$ cat config.mk
export PLATFORM = sky130hd
export DESIGN_NAME = psum_writeback
export DESIGN_NICKNAME = d
export VERILOG_FILES = /design/src/rtl/corelet_pkg.sv /design/src/rtl/psum_add_lane.sv /design/src/rtl/psum_writeback.sv
export SDC_FILE = /design/constraint.sdc
export NUM_CORES = 1
export LEC_CHECK = 0
export ABC_CLOCK_PERIOD_IN_PS = 18750
export CAP_MARGIN = 20
export CORE_ASPECT_RATIO = 0.75
export CORE_MARGIN = 2
export CORE_UTILIZATION = 40
export CTS_BUF_LIST = sky130_fd_sc_hd__clkbuf_16
export DETAILED_ROUTE_END_ITERATION = 16
export DONT_BUFFER_PORTS = 1
export PLACE_DENSITY = 0.52
export SETUP_SLACK_MARGIN = 0.1
export SYNTH_ARGS = -nofsm -noshare
export SYNTH_HDL_FRONTEND = slang
export SYNTH_SLANG_ARGS = --single-unit
$ cat constraint.sdc
create_clock -name clk -period 18.75 [get_ports clk]
set_clock_uncertainty 0.2 [all_clocks]
set_input_delay 1.875 -clock clk [delete_from_list [all_inputs] [get_ports clk]]
set_output_delay 1.875 -clock clk [all_outputs]
set_load 0.02 [all_outputs]
$ cat src/rtl/corelet_pkg.sv
// Shared corelet definitions: datapath geometry, psum vector type and writeback FSM states.
package corelet_pkg;

    localparam int unsigned Col    = 8;
    localparam int unsigned PsumBw = 16;
    localparam int unsigned NPix   = 16;
    localparam int unsigned NKij   = 9;
    localparam int unsigned Aw     = 7;
    localparam int unsigned KijW   = 4;
    localparam int unsigned PixW   = $clog2(NPix);

    typedef logic [Col*PsumBw-1:0] psum_vec_t;

    typedef enum logic [2:0] {
        StIdle,
        StWait,
        StRd,
        StRdw,
        StWr,
        StDone
    } wb_state_e;

endpackage

$ cat src/rtl/psum_add_lane.sv
// One psum lane: wrapping signed add of new partial sum onto stored sum, optional ReLU clamp.
module psum_add_lane
    import corelet_pkg::*;
(
    input  logic [PsumBw-1:0] a,
    input  logic [PsumBw-1:0] b,
    input  logic              clear_b,
    input  logic              relu,
    output logic [PsumBw-1:0] sum
);

    logic [PsumBw-1:0] raw;

    always_comb begin
        raw = a + (clear_b ? '0 : b);
        sum = (relu && raw[PsumBw-1]) ? '0 : raw;
    end

endmodule

$ cat src/rtl/psum_writeback.sv
// OFIFO -> psum SRAM read-modify-write accumulator, one pass per kernel position.
// Define PSUM_WB_RELU_EN to clamp negative lanes to zero on the final pass.
module psum_writeback
    import corelet_pkg::*;
(
    input  logic            clk,
    input  logic            reset,
    input  logic            start,
    input  logic [KijW-1:0] kij,
    input  logic [Aw-1:0]   base_addr,
    input  psum_vec_t       ofifo_out,
    input  logic            ofifo_valid,
    output logic            ofifo_rd,
    input  psum_vec_t       O_Q,
    output psum_vec_t       O_D,
    output logic [Aw-1:0]   O_A,
    output logic            O_CEN,
    output logic            O_WEN,
    output logic            busy,
    output logic            done
);

    wb_state_e       state_q;
    logic [PixW-1:0] pix_q;
    logic [KijW-1:0] kij_q;
    logic [Aw-1:0]   base_q;
    psum_vec_t       hold_q;

    logic            kij_zero;
    logic            relu_en;
    logic [Aw-1:0]   addr_next;
    psum_vec_t       add_a;
    psum_vec_t       sum_vec;

    assign kij_zero  = (kij_q == '0);
    assign addr_next = base_q + Aw'(pix_q);
    // The kij==0 write is formed directly from the OFIFO head as it is popped.
    assign add_a     = (state_q == StWait) ? ofifo_out : hold_q;
    assign ofifo_rd  = (state_q == StWait) && ofifo_valid;

`ifdef PSUM_WB_RELU_EN
    assign relu_en = (kij_q == KijW'(NKij - 1));
`else
    assign relu_en = 1'b0;
`endif

    for (genvar i = 0; i < Col; i++) begin : g_lane
        psum_add_lane u_lane (
            .a       (add_a[i*PsumBw +: PsumBw]),
            .b       (O_Q[i*PsumBw +: PsumBw]),
            .clear_b (kij_zero),
            .relu    (relu_en),
            .sum     (sum_vec[i*PsumBw +: PsumBw])
        );
    end

    always_ff @(posedge clk or posedge reset) begin
        if (reset) begin
            state_q <= StIdle;
            pix_q   <= '0;
            kij_q   <= '0;
            base_q  <= '0;
            hold_q  <= '0;
            O_CEN   <= 1'b1;
            O_WEN   <= 1'b1;
            O_A     <= '0;
            O_D     <= '0;
            busy    <= 1'b0;
            done    <= 1'b0;
        end else begin
            case (state_q)
                StIdle: begin
                    if (start) begin
                        kij_q   <= kij;
                        base_q  <= base_addr;
                        pix_q   <= '0;
                        busy    <= 1'b1;
                        state_q <= StWait;
                    end
                end
                StWait: begin
                    if (ofifo_valid) begin
                        hold_q <= ofifo_out;
                        O_CEN  <= 1'b0;
                        O_A    <= addr_next;
                        if (kij_zero) begin
                            O_WEN   <= 1'b0;
                            O_D     <= sum_vec;
                            state_q <= StWr;
                        end else begin
                            O_WEN   <= 1'b1;
                            state_q <= StRd;
                        end
                    end
                end
                StRd: begin
                    O_CEN   <= 1'b1;
                    state_q <= StRdw;
                end
                StRdw: begin
                    O_CEN   <= 1'b0;
                    O_WEN   <= 1'b0;
                    O_D     <= sum_vec;
                    state_q <= StWr;
                end
                StWr: begin
                    O_CEN <= 1'b1;
                    O_WEN <= 1'b1;
                    if (pix_q == PixW'(NPix - 1)) begin
                        busy    <= 1'b0;
                        done    <= 1'b1;
                        state_q <= StDone;
                    end else begin
                        pix_q   <= pix_q + PixW'(1);
                        state_q <= StWait;
                    end
                end
                StDone: begin
                    done    <= 1'b0;
                    state_q <= StIdle;
                end
                default: state_q <= StIdle;
            endcase
        end
    end

endmodule
==> impl_results.md, run 1 <==
* Status: completed
* Power Density at 211 nW/um2
* Dpl ws at 13.70 ns
* Multi-input logic area at 10700 um2
* FF+latch area at 7130 um2
* Post_cts resized at 0
* TritonCTS buffer count at 34
* Sequential fraction of the synthesis area at 38.8%
* Worst-Margin Slew at 1.09 ns
* Seq cells post-synth at 285
* Worst Path Buf+Inv at 1
* Vias per cell at 5.36
* Final period utilization at 26.8%
* GR Util All Layers at 21.9%
* Synthesis-to-layout area growth at 8.37%
* RSZ-0062 raised after global routing: false
* Port Buffers at 0
* Worst EP arrival at 2.95 ns
* 1st-pass router iterations at 5
* CTS Sinks at 285
* Io pins at 411
* Final HPWL DP at 37.7 mm
* Final WS setup at 13.72 ns
* Vias in the first global route at 13900
* DIE WIDTH at 251 um
* Cells after Synth at 2077
* Largest net degree at the start of global routing at 129
* Yosys warning count at 0
* Worst Hold Class: register to register
* Die Y at 190 um
* Mapped cell area at 18400 um2
* Total power at 0.00421 W
* Core Footprint at 45000 um2
* Final setup viols at 0
* Top_reg_cell synth: dfrtp_1
* ANT nets after route at 0
* Final WL at 52.7 mm
* Final std cells w/o fill at 2651
* DIE AREA at 47700 um2
* Post-CTS Setup Inserts at 0
* CP peak stage delay at 0.67 ns
* CTS max path bufs at 3
* Delay-heaviest family, CP: buffers and inverters
* Row count at 67
* Vias at 14200
* Placed insts at 2581
* CP startpoint kind: input port
* Unique masters post-synth at 71
* Starting Density at 40.8%
* Crit-path slowest cell: inv_4
* Antenna violations before repair at 17
* Total global routing overflow at 0
* Async S/R FF share, synth at 100%
* Worst relative slew slack at 27.6%
* Share of layout cells above drive strength 1 at 10.4%
* Syn Area/Cell at 8.84 um2
* Clock Latency Late Sink at 0.53 ns
* Clock-pin slew on the worst setup and hold paths at 0.06 ns
* Setup TNS at 0 ns
* CP Capture Type: primary output
* Cell Chain, Critical Path: nand2_4 > inv_4
* FILL cells at 4427
* CP required at 16.67 ns
* H-tree depth at 2
* Hold buffers post-CTS at 0
* EDFF count, synth at 0
* Worst hold margin at 0.269 ns
* Drt wl/cell at 19.9 um
* Worst ir drop on vdd at 0.106 mV
* Final Hold Fails at 0
* Leakage at 9.55 nW
* Mapped Nets at 2482
* First-pass GRT wire length at 81.6 mm
* Final RePlAce weighted congestion at 0.870
* Drc violations at 0
* Crit-path max FO at 57
* Fmax at 0.199 GHz
* Minimum clock period at 5.03 ns
* Setup Crit Path Kind: input port to primary output
* Post-layout net count at 2436
* Root Driver: clkbuf_16
* Number of slew-limit violations in the final report at 0
* Drt first-iter violations at 840
* CTS tree: yes
* Flop-to-flop setup slack at 14.06 ns
* Max cap viols at 0
==> state kept, by name, summed over array words and instances, names as in the netlist <==
signal   count
O_D        128
hold_q     128
O_A          7
base_q       7
kij_q        4
pix_q        4
state_q      3
O_CEN        1
O_WEN        1
busy         1
done         1
==> through the flow <==
stage | instance area (um2) | utilization [%]
after floorplan | 18400 | -
after global placement | 18800 | 41.8
after detailed placement | 18800 | 41.8
after CTS | 19900 | 44.2
after global routing | 19900 | 44.2
final | 19900 | 44.2
==> power breakdown <==
group	internal, W	leakage, nW	total, W	switching (W)
clock	0.000381	0.573	0.000650	0.000269
combinational	0.000989	5.42	0.00227	0.00128
sequential	0.000904	3.55	0.00129	0.000383
total	0.00227	9.55	0.00421	0.00193
==> worst paths after layout <==
check                             from    endpoint  depth (start not counted)
min in group asynchronous        reset   base_q[4]                          1
setup / recovery           ofifo_valid    ofifo_rd                          2
setup reg to reg            state_q[2]     O_D[60]                         12
hold reg to reg             hold_q[69]  hold_q[69]                          2
hold / removal              hold_q[69]  hold_q[69]                          2
max in group asynchronous        reset    O_D[101]                          3
==> routing by layer <==
metal	up-vias	track usage (%)	wire length [um]
met2	354	32.9	22900
met5	-	0	115
met1	6718	29.5	24100
li1	7035	-	-
met4	16	6.87	1160
met3	75	7.74	4410
==> cells by family (layout without fill, tap and decap cells) <==
kind of cell	after synthesis	after routing	share of synthesized area (%)
muxes	140	140	8.52
DFF	285	285	38.8
and+or+nand+nor	889	889	21.6
adders and majority gates	134	134	9.50
AOI/OAI and AO/OA	398	398	13.6
other	0	8	0
xor gates and xnor gates	101	101	4.82
buffers and inverters	130	110	3.07
==> cells in the final DEF, fill, tap and decap left out, drive strengths merged, types with 7 or more instances in the layout <==
| cell type | netlist | routed |
|---|---|---|
| a211o | 7 | 7 |
| a211oi | 18 | 18 |
| a21o | 39 | 39 |
| a21oi | 78 | 78 |
| a31oi | 12 | 12 |
| and2 | 129 | 129 |
| and3 | 16 | 16 |
| buf | 42 | 12 |
| clkbuf | 52 | 37 |
| clkinv | 0 | 12 |
| dfrtp | 283 | 283 |
| diode | 0 | 8 |
| fa | 9 | 9 |
| ha | 125 | 125 |
| inv | 36 | 47 |
| mux2 | 131 | 131 |
| mux2i | 9 | 9 |
| nand2 | 602 | 602 |
| nand2b | 14 | 14 |
| nand3 | 28 | 28 |
| nand4 | 7 | 7 |
| nor2 | 40 | 40 |
| nor3 | 16 | 16 |
| o211ai | 12 | 12 |
| o21a | 10 | 10 |
| o21ai | 147 | 147 |
| o21bai | 17 | 17 |
| o31ai | 12 | 12 |
| or2 | 8 | 8 |
| xnor2 | 51 | 51 |
| xor2 | 50 | 50 |
==> Yosys cell counts, types with 4 or more instances <==
| cell | n | area (um2) |
|---|---|---|
| nor2_1 | 40 | 150 |
| clkbuf_1 | 52 | 195 |
| and3_1 | 16 | 100 |
| xnor2_1 | 51 | 447 |
| a311oi_1 | 4 | 35.0 |
| xor2_1 | 50 | 438 |
| a21oi_1 | 77 | 385 |
| nand4_1 | 7 | 43.8 |
| mux2_2 | 131 | 1480 |
| nand2b_1 | 13 | 81.3 |
| nor4b_1 | 4 | 35.0 |
| a211oi_1 | 17 | 128 |
| a21o_1 | 39 | 293 |
| or2_2 | 8 | 50.1 |
| inv_1 | 36 | 135 |
| and2_1 | 129 | 807 |
| nand2_1 | 602 | 2260 |
| o21a_1 | 10 | 75.1 |
| nor2b_1 | 5 | 31.3 |
| a31oi_1 | 12 | 75.1 |
| nor4_1 | 5 | 31.3 |
| dfrtp_1 | 283 | 7080 |
| nor3_1 | 15 | 75.1 |
| o211ai_1 | 12 | 90.1 |
| o31ai_1 | 12 | 90.1 |
| a22o_1 | 5 | 43.8 |
| ha_1 | 125 | 1560 |
| fa_1 | 9 | 180 |
| mux2i_1 | 9 | 90.1 |
| o21ai_0 | 145 | 726 |
| buf_2 | 36 | 180 |
| o21bai_1 | 17 | 128 |
| a211o_1 | 7 | 61.3 |
| nand3_1 | 28 | 140 |
| buf_6 | 4 | 45.0 |
==> layout make-up <==
type                       instances  area share [%]
tap                              586            3.68
timing repair buffer              12           0.516
multi-input combinational       1662            53.7
clock inverter                    25           0.767
sequential                       285            35.9
inverter                          36           0.729
clock buffer                      37            4.65
antenna                            8           0.101
Power figures use the tool's default switching activity.
==> inputs of run 2 (changes only) <==
--- a/config.mk
+++ b/config.mk
@@ -5,7 +5,7 @@
 export SDC_FILE = /design/constraint.sdc
 export NUM_CORES = 1
 export LEC_CHECK = 0
-export ABC_CLOCK_PERIOD_IN_PS = 18750
+export ABC_CLOCK_PERIOD_IN_PS = 4100
 export CAP_MARGIN = 20
 export CORE_ASPECT_RATIO = 0.75
 export CORE_MARGIN = 2
@@ -13,7 +13,7 @@
 export CTS_BUF_LIST = sky130_fd_sc_hd__clkbuf_16
 export DETAILED_ROUTE_END_ITERATION = 16
 export DONT_BUFFER_PORTS = 1
-export PLACE_DENSITY = 0.52
+export PLACE_DENSITY = 0.54
 export SETUP_SLACK_MARGIN = 0.1
 export SYNTH_ARGS = -nofsm -noshare
 export SYNTH_HDL_FRONTEND = slang
==> constraint.sdc (replaced) <==
create_clock -name clk -period 4.1 [get_ports clk]
set_clock_uncertainty 0.2 [all_clocks]
set_input_delay 0.41 -clock clk [delete_from_list [all_inputs] [get_ports clk]]
set_output_delay 0.41 -clock clk [all_outputs]
set_load 0.02 [all_outputs]
==> run 2 against run 1 <==
  * Global-route usage is 1.6 points higher
  * Non-clock buffer count is 173 higher
  * Via count is 7.9% higher
  * Sequential cell count stayed put
  * Sequential share of layout area is 3.1 points lower
  * Worst setup slack worse by 13 ns
  * Worst hold slack worse by 0.23 ns
  * Final cell count is 6.5% higher
  * Clock power grew to 4.7 times the previous value
  * Die area stayed put
  * Total power grew to 4.8 times the previous value
  * Largest cell class unchanged
  * Highest routed layer unchanged
==> impl_results.md, run 2 (synthesis gave the netlist of run 1 again) <==
* Core Footprint at 45000 um2
* Drt first-iter violations at 867
* Port Buffers at 0
* First-pass GRT wire length at 88.8 mm
* Setup TNS at 0 ns
* Leakage at 10.3 nW
* Dpl ws at 0.178 ns
* CP startpoint kind: register
* Vias at 15300
* DIE WIDTH at 251 um
* Die Y at 190 um
* Hold path startpoint: O_Q[112]
* GR Util All Layers at 23.6%
* Post-route cell area at 21800 um2
* Post-layout net count at 2609
* TritonCTS buffer count at 34
* RSZ-0062 raised after global routing: false
* Starting Density at 40.8%
* Worst relative slew slack at 39.2%
* Max cap viols at 0
* Largest net degree at the start of global routing at 129
* CTS Sinks at 285
* Drt wl/cell at 20.1 um
* Final RePlAce weighted congestion at 0.959
* CTS max path bufs at 3
* Final HPWL DP at 39.9 mm
* Reg2reg start: kij_q[2]
* Root Driver: clkbuf_16
* Regs by FF count: O_D (128), hold_q (128)
* Row count at 67
* Final WL at 56.8 mm
* Setup crit start: kij_q[2]
* CTS tree: yes
* CP required at 4.37 ns
* Fmax at 0.261 GHz
* H-tree depth at 2
* Share of layout cells above drive strength 1 at 11.4%
* Crit-path max FO at 27
* Final period utilization at 93.6%
* 1st-pass router iterations at 5
* Status: completed
* Setup Crit Path Kind: register to register
* Drc violations at 0
* CP Capture Type: register
* Commonest non-fill, non-tap cells in the layout: nand2_1 (601), dfrtp_1 (283), dlygate4sd3_1 (144), o21ai_0 (142), mux2_2 (131)
* Antenna violations before repair at 13
* Final setup viols at 0
* ANT nets after route at 0
* DIE AREA at 47700 um2
* Worst-Margin Slew at 0.911 ns
* Worst Hold Class: input port to register
* Final WS setup at 0.264 ns
* Clock-pin slew on the worst setup and hold paths at 0.06 ns
* Synthesis-to-layout area growth at 18.5%
* Worst ir drop on vdd at 0.392 mV
* Worst hold margin at 0.0394 ns
* Minimum clock period at 3.84 ns
* Final Hold Fails at 0
* Most common cell after layout, fill and taps aside: nand2_1
* Clock Latency Late Sink at 0.53 ns
* Power Density at 921 nW/um2
* Placed cell area at 19100 um2
* Io pins at 411
* Final Util at 48.4%
* Vias per cell at 5.42
* Vias in the first global route at 15400
* Number of slew-limit violations in the final report at 0
* Total global routing overflow at 0
* Worst EP arrival at 4.11 ns
-- run 2: layout make-up --
cell class,count,area [um2]
Antenna cell,9,22.5
Clock buffer,37,926
Clock inverter,23,175
Fill cell,4202,23200
Inverter,36,141
Multi-Input combinational cell,1662,10700
Sequential cell,285,7130
Tap cell,586,733
Timing Repair Buffer,185,1900
-- run 2: what timing repair did --
| action | CTS | global route |
|---|---|---|
| endpoints found under the setup margin | 0 | 18 |
| hold endpoints to repair | 178 | 0 |
| hold buffers | 144 | 0 |
| resized for setup | 0 | 20 |
| buffers inserted | 0 | 4 |
-- run 2: final timing paths --
path	end	slack [ns]	depth (start not counted)
max	O_D[15]	0.26	12
min	O_D[112]	0.04	4
max reg2reg	O_D[15]	0.26	12
min reg2reg	hold_q[49]	0.27	2
max in group asynchronous	hold_q[76]	2.32	3
min in group asynchronous	O_D[10]	0.37	2
-- run 2: per-stage QoR --
stage               total power (W)  instances
floorplan                    0.0140       2077
global placement             0.0165       2605
detailed placement           0.0166       2605
CTS                          0.0200       2809
global route                 0.0218       2821
finish                       0.0201       2823
-- run 2: worst max-delay path: stages, from the launching register on --
cell and delay, ns:
dfrtp_1 0.40, or4_4 0.59, buf_12 0.20, buf_4 0.16, buf_4 0.17, and2_1 0.18, ha_1 0.33, and2_1 0.20
a221oi_1 0.49, nand2b_1 0.21, o211ai_1 0.13, a2111o_1 0.43, nand3_1 0.09
-- run 2: report_power, final --
group          internal, W  switching [W]  total (W)  leakage, nW
sequential         0.00413        0.00175    0.00588         3.55
clock              0.00181        0.00126    0.00306        0.573
combinational      0.00492        0.00619     0.0111         6.21
total               0.0109        0.00920     0.0201         10.3
-- run 2: routing by layer --
| layer | vias to the layer above | share of wire [%] | global-route usage (%) |
|---|---|---|---|
| met5 | - | 0.070 | 0 |
| li1 | 7396 | - | - |
| met2 | 457 | 44 | 36.6 |
| met4 | 6 | 2.5 | 7.12 |
| met3 | 94 | 7.9 | 6.33 |
| met1 | 7361 | 45 | 32.2 |
==> inputs of run 3 (changes only) <==
--- a/config.mk
+++ b/config.mk
@@ -5,7 +5,7 @@
 export SDC_FILE = /design/constraint.sdc
 export NUM_CORES = 1
 export LEC_CHECK = 0
-export ABC_CLOCK_PERIOD_IN_PS = 4100
+export ABC_CLOCK_PERIOD_IN_PS = 4500
 export CAP_MARGIN = 20
 export CORE_ASPECT_RATIO = 0.75
 export CORE_MARGIN = 2
@@ -13,7 +13,7 @@
 export CTS_BUF_LIST = sky130_fd_sc_hd__clkbuf_16
 export DETAILED_ROUTE_END_ITERATION = 16
 export DONT_BUFFER_PORTS = 1
-export PLACE_DENSITY = 0.54
+export PLACE_DENSITY = 0.52
 export SETUP_SLACK_MARGIN = 0.1
 export SYNTH_ARGS = -nofsm -noshare
 export SYNTH_HDL_FRONTEND = slang
==> constraint.sdc (replaced) <==
create_clock -name clk -period 4.5 [get_ports clk]
set_clock_uncertainty 0.2 [all_clocks]
set_input_delay 0.45 -clock clk [delete_from_list [all_inputs] [get_ports clk]]
set_output_delay 0.45 -clock clk [all_outputs]
set_load 0.02 [all_outputs]
==> run 3 against run 2 <==
  * Worst setup slack better by 0.040 ns
  * Global-route usage down 0.084 points
  * Total power down 11%
  * Critical path depth unchanged
  * Highest routed layer unchanged
  * Critical path type unchanged
  * First-iteration DRC count up 4.4%
  * Sequential share of layout area up 0.52 points
  * Sequential cell count unchanged
  * Largest cell class unchanged
  * Sequential power down 8.5%
==> impl_results.md, run 3 (synthesis gave the netlist of run 1 again) <==
* Status: completed
* Final HPWL DP at 39.3 mm
* Worst Hold Class: input port to register
* Crit-path slowest cell: dfrtp_1
* Leakage at 10.2 nW
* Worst ir drop on vdd at 0.426 mV
* Setup Crit Path Kind: register to register
* Drt first-iter violations at 905
* Crit-path max FO at 33
* Starting Density at 40.8%
* Regs by FF count: O_D (128), hold_q (128)
* Synthesis-to-layout area growth at 16.7%
* Row count at 67
* Max cap viols at 0
* Final Hold Fails at 0
* GR Util All Layers at 23.5%
* Core Footprint at 45000 um2
* Largest net degree at the start of global routing at 150
* CTS Sinks at 285
* Final period utilization at 93.3%
* Post-layout net count at 2592
* 1st-pass router iterations at 8
* Root Driver: clkbuf_16
* Antenna violations before repair at 6
* Drc violations at 0
* TritonCTS buffer count at 34
* Final setup viols at 0
* Worst hold margin at 0.0705 ns
* Minimum clock period at 4.20 ns
* Clock-pin slew on the worst setup and hold paths at 0.06 ns
* Vias per cell at 5.43
* Total global routing overflow at 0
* Cell Chain, Critical Path: nor3b_4 > buf_12 > buf_4 > mux2_2 > ha_1 > a211oi_1 > o21ai_0 > a21oi_1 > o21ai_0 > a31oi_1 > or4b_1 > nand3_1
* Worst-Margin Slew at 0.997 ns
* Drt wl/cell at 20.3 um
* RSZ-0062 raised after global routing: false
* Share of layout cells above drive strength 1 at 10.4%
* CTS tree: yes
* ANT nets after route at 0
* DIE WIDTH at 251 um
* Final WL at 56.8 mm
* CP Capture Type: register
* Vias in the first global route at 15300
* Port Buffers at 0
* Fmax at 0.238 GHz
* Post-CTS Setup Inserts at 0
* Vias at 15200
* H-tree depth at 2
* CTS max path bufs at 3
* DIE AREA at 47700 um2
* Power Density at 834 nW/um2
* Clock Latency Late Sink at 0.53 ns
* Io pins at 411
* Number of slew-limit violations in the final report at 0
* CP startpoint kind: register
* Setup TNS at 0 ns
* Worst relative slew slack at 33.5%
* Most used cell, CP: o21ai_0
* Final RePlAce weighted congestion at 0.882
* CP required at 4.77 ns
* Commonest non-fill, non-tap cells in the layout: nand2_1 (601), dfrtp_1 (283), o21ai_0 (145), dlygate4sd3_1 (142), mux2_2 (131)
* Worst EP arrival at 4.46 ns
* First-pass GRT wire length at 88.2 mm
* Most common cell after layout, fill and taps aside: nand2_1
* Die Y at 190 um
* Total power at 0.0179 W
* CP peak stage delay at 0.53 ns
[run 3: cell count changes in the layout (fill, tap and decap cells not counted), sizes merged]
cell | previous run | this run
buf | 40 | 26
clkinv | 7 | 20
inv | 46 | 37
diode | 9 | 2
bufinv | 3 | 0
clkinvlp | 3 | 1
dlygate4sd3 | 144 | 142
clkbuf | 38 | 37
[run 3: layout make-up]
class	instances	area, um2
antenna	2	5.00
clock buffer	37	926
clock inverter	22	91.3
fill	4322	23600
inverter	36	141
multi-input combinational	1662	10700
sequential	285	7130
tap	586	733
timing repair buffer	168	1700
[run 3: report_power, final]
| group | internal (W) | switching, W |
|---|---|---|
| clock network | 0.00147 | 0.00115 |
| registers | 0.00377 | 0.00161 |
| logic | 0.00432 | 0.00555 |
[run 3: path summary, 6_finish.rpt]
kind | startpoint | slack, ns | to | cells past startpoint
max | state_q[1] | 0.30 | O_D[62] | 12
min | O_Q[32] | 0.07 | O_D[32] | 4
max reg2reg | state_q[1] | 0.30 | O_D[62] | 12
min reg2reg | hold_q[49] | 0.27 | hold_q[49] | 2
max in group asynchronous | reset | 2.92 | hold_q[88] | 3
min in group asynchronous | reset | 0.35 | hold_q[8] | 3
[run 3: timing repair]
| action | in CTS | in global routing |
|---|---|---|
| hold buffers | 142 | 0 |
| setup endpoints to repair | 0 | 1 |
| resized for setup | 0 | 1 |
| hold endpoints to repair | 426 | 0 |
[run 3: per-stage QoR]
stage / setup slack (ns) / cell area (um2) / cells / utilization [%]
detailed placement: 0.419 / 19000 / 2595 / 42.2
global placement: 0.513 / 19000 / 2595 / 42.2
global route: 0.116 / 21400 / 2798 / 47.6
CTS: 0.398 / 21400 / 2796 / 47.6
finish: 0.303 / 21400 / 2798 / 47.6
floorplan: 0.0744 / 18400 / 2077 / -
[run 3: critical path: cells and delay by family, from the launching register on]
| kind | cells | cell delay, ns |
|---|---|---|
| AO/OA/AOI/OAI | 5 | 1.06 |
| AND/OR/NAND/NOR | 3 | 0.92 |
| buffers and inverters | 2 | 0.63 |
| flip-flops | 1 | 0.53 |
| multiplexers | 1 | 0.38 |
| adder cells (fa/ha/maj) | 1 | 0.36 |
[run 3: per-layer routing]
layer | up-vias | wire length (um) | part of all wire [%] | GRT usage (%)
met5 | - | 41 | 0.072 | 0
met3 | 101 | 4090 | 7.2 | 6.10
met2 | 457 | 24900 | 44 | 36.2
li1 | 7356 | - | - | -
met4 | 6 | 1400 | 2.5 | 6.57
met1 | 7264 | 26400 | 46 | 32.6
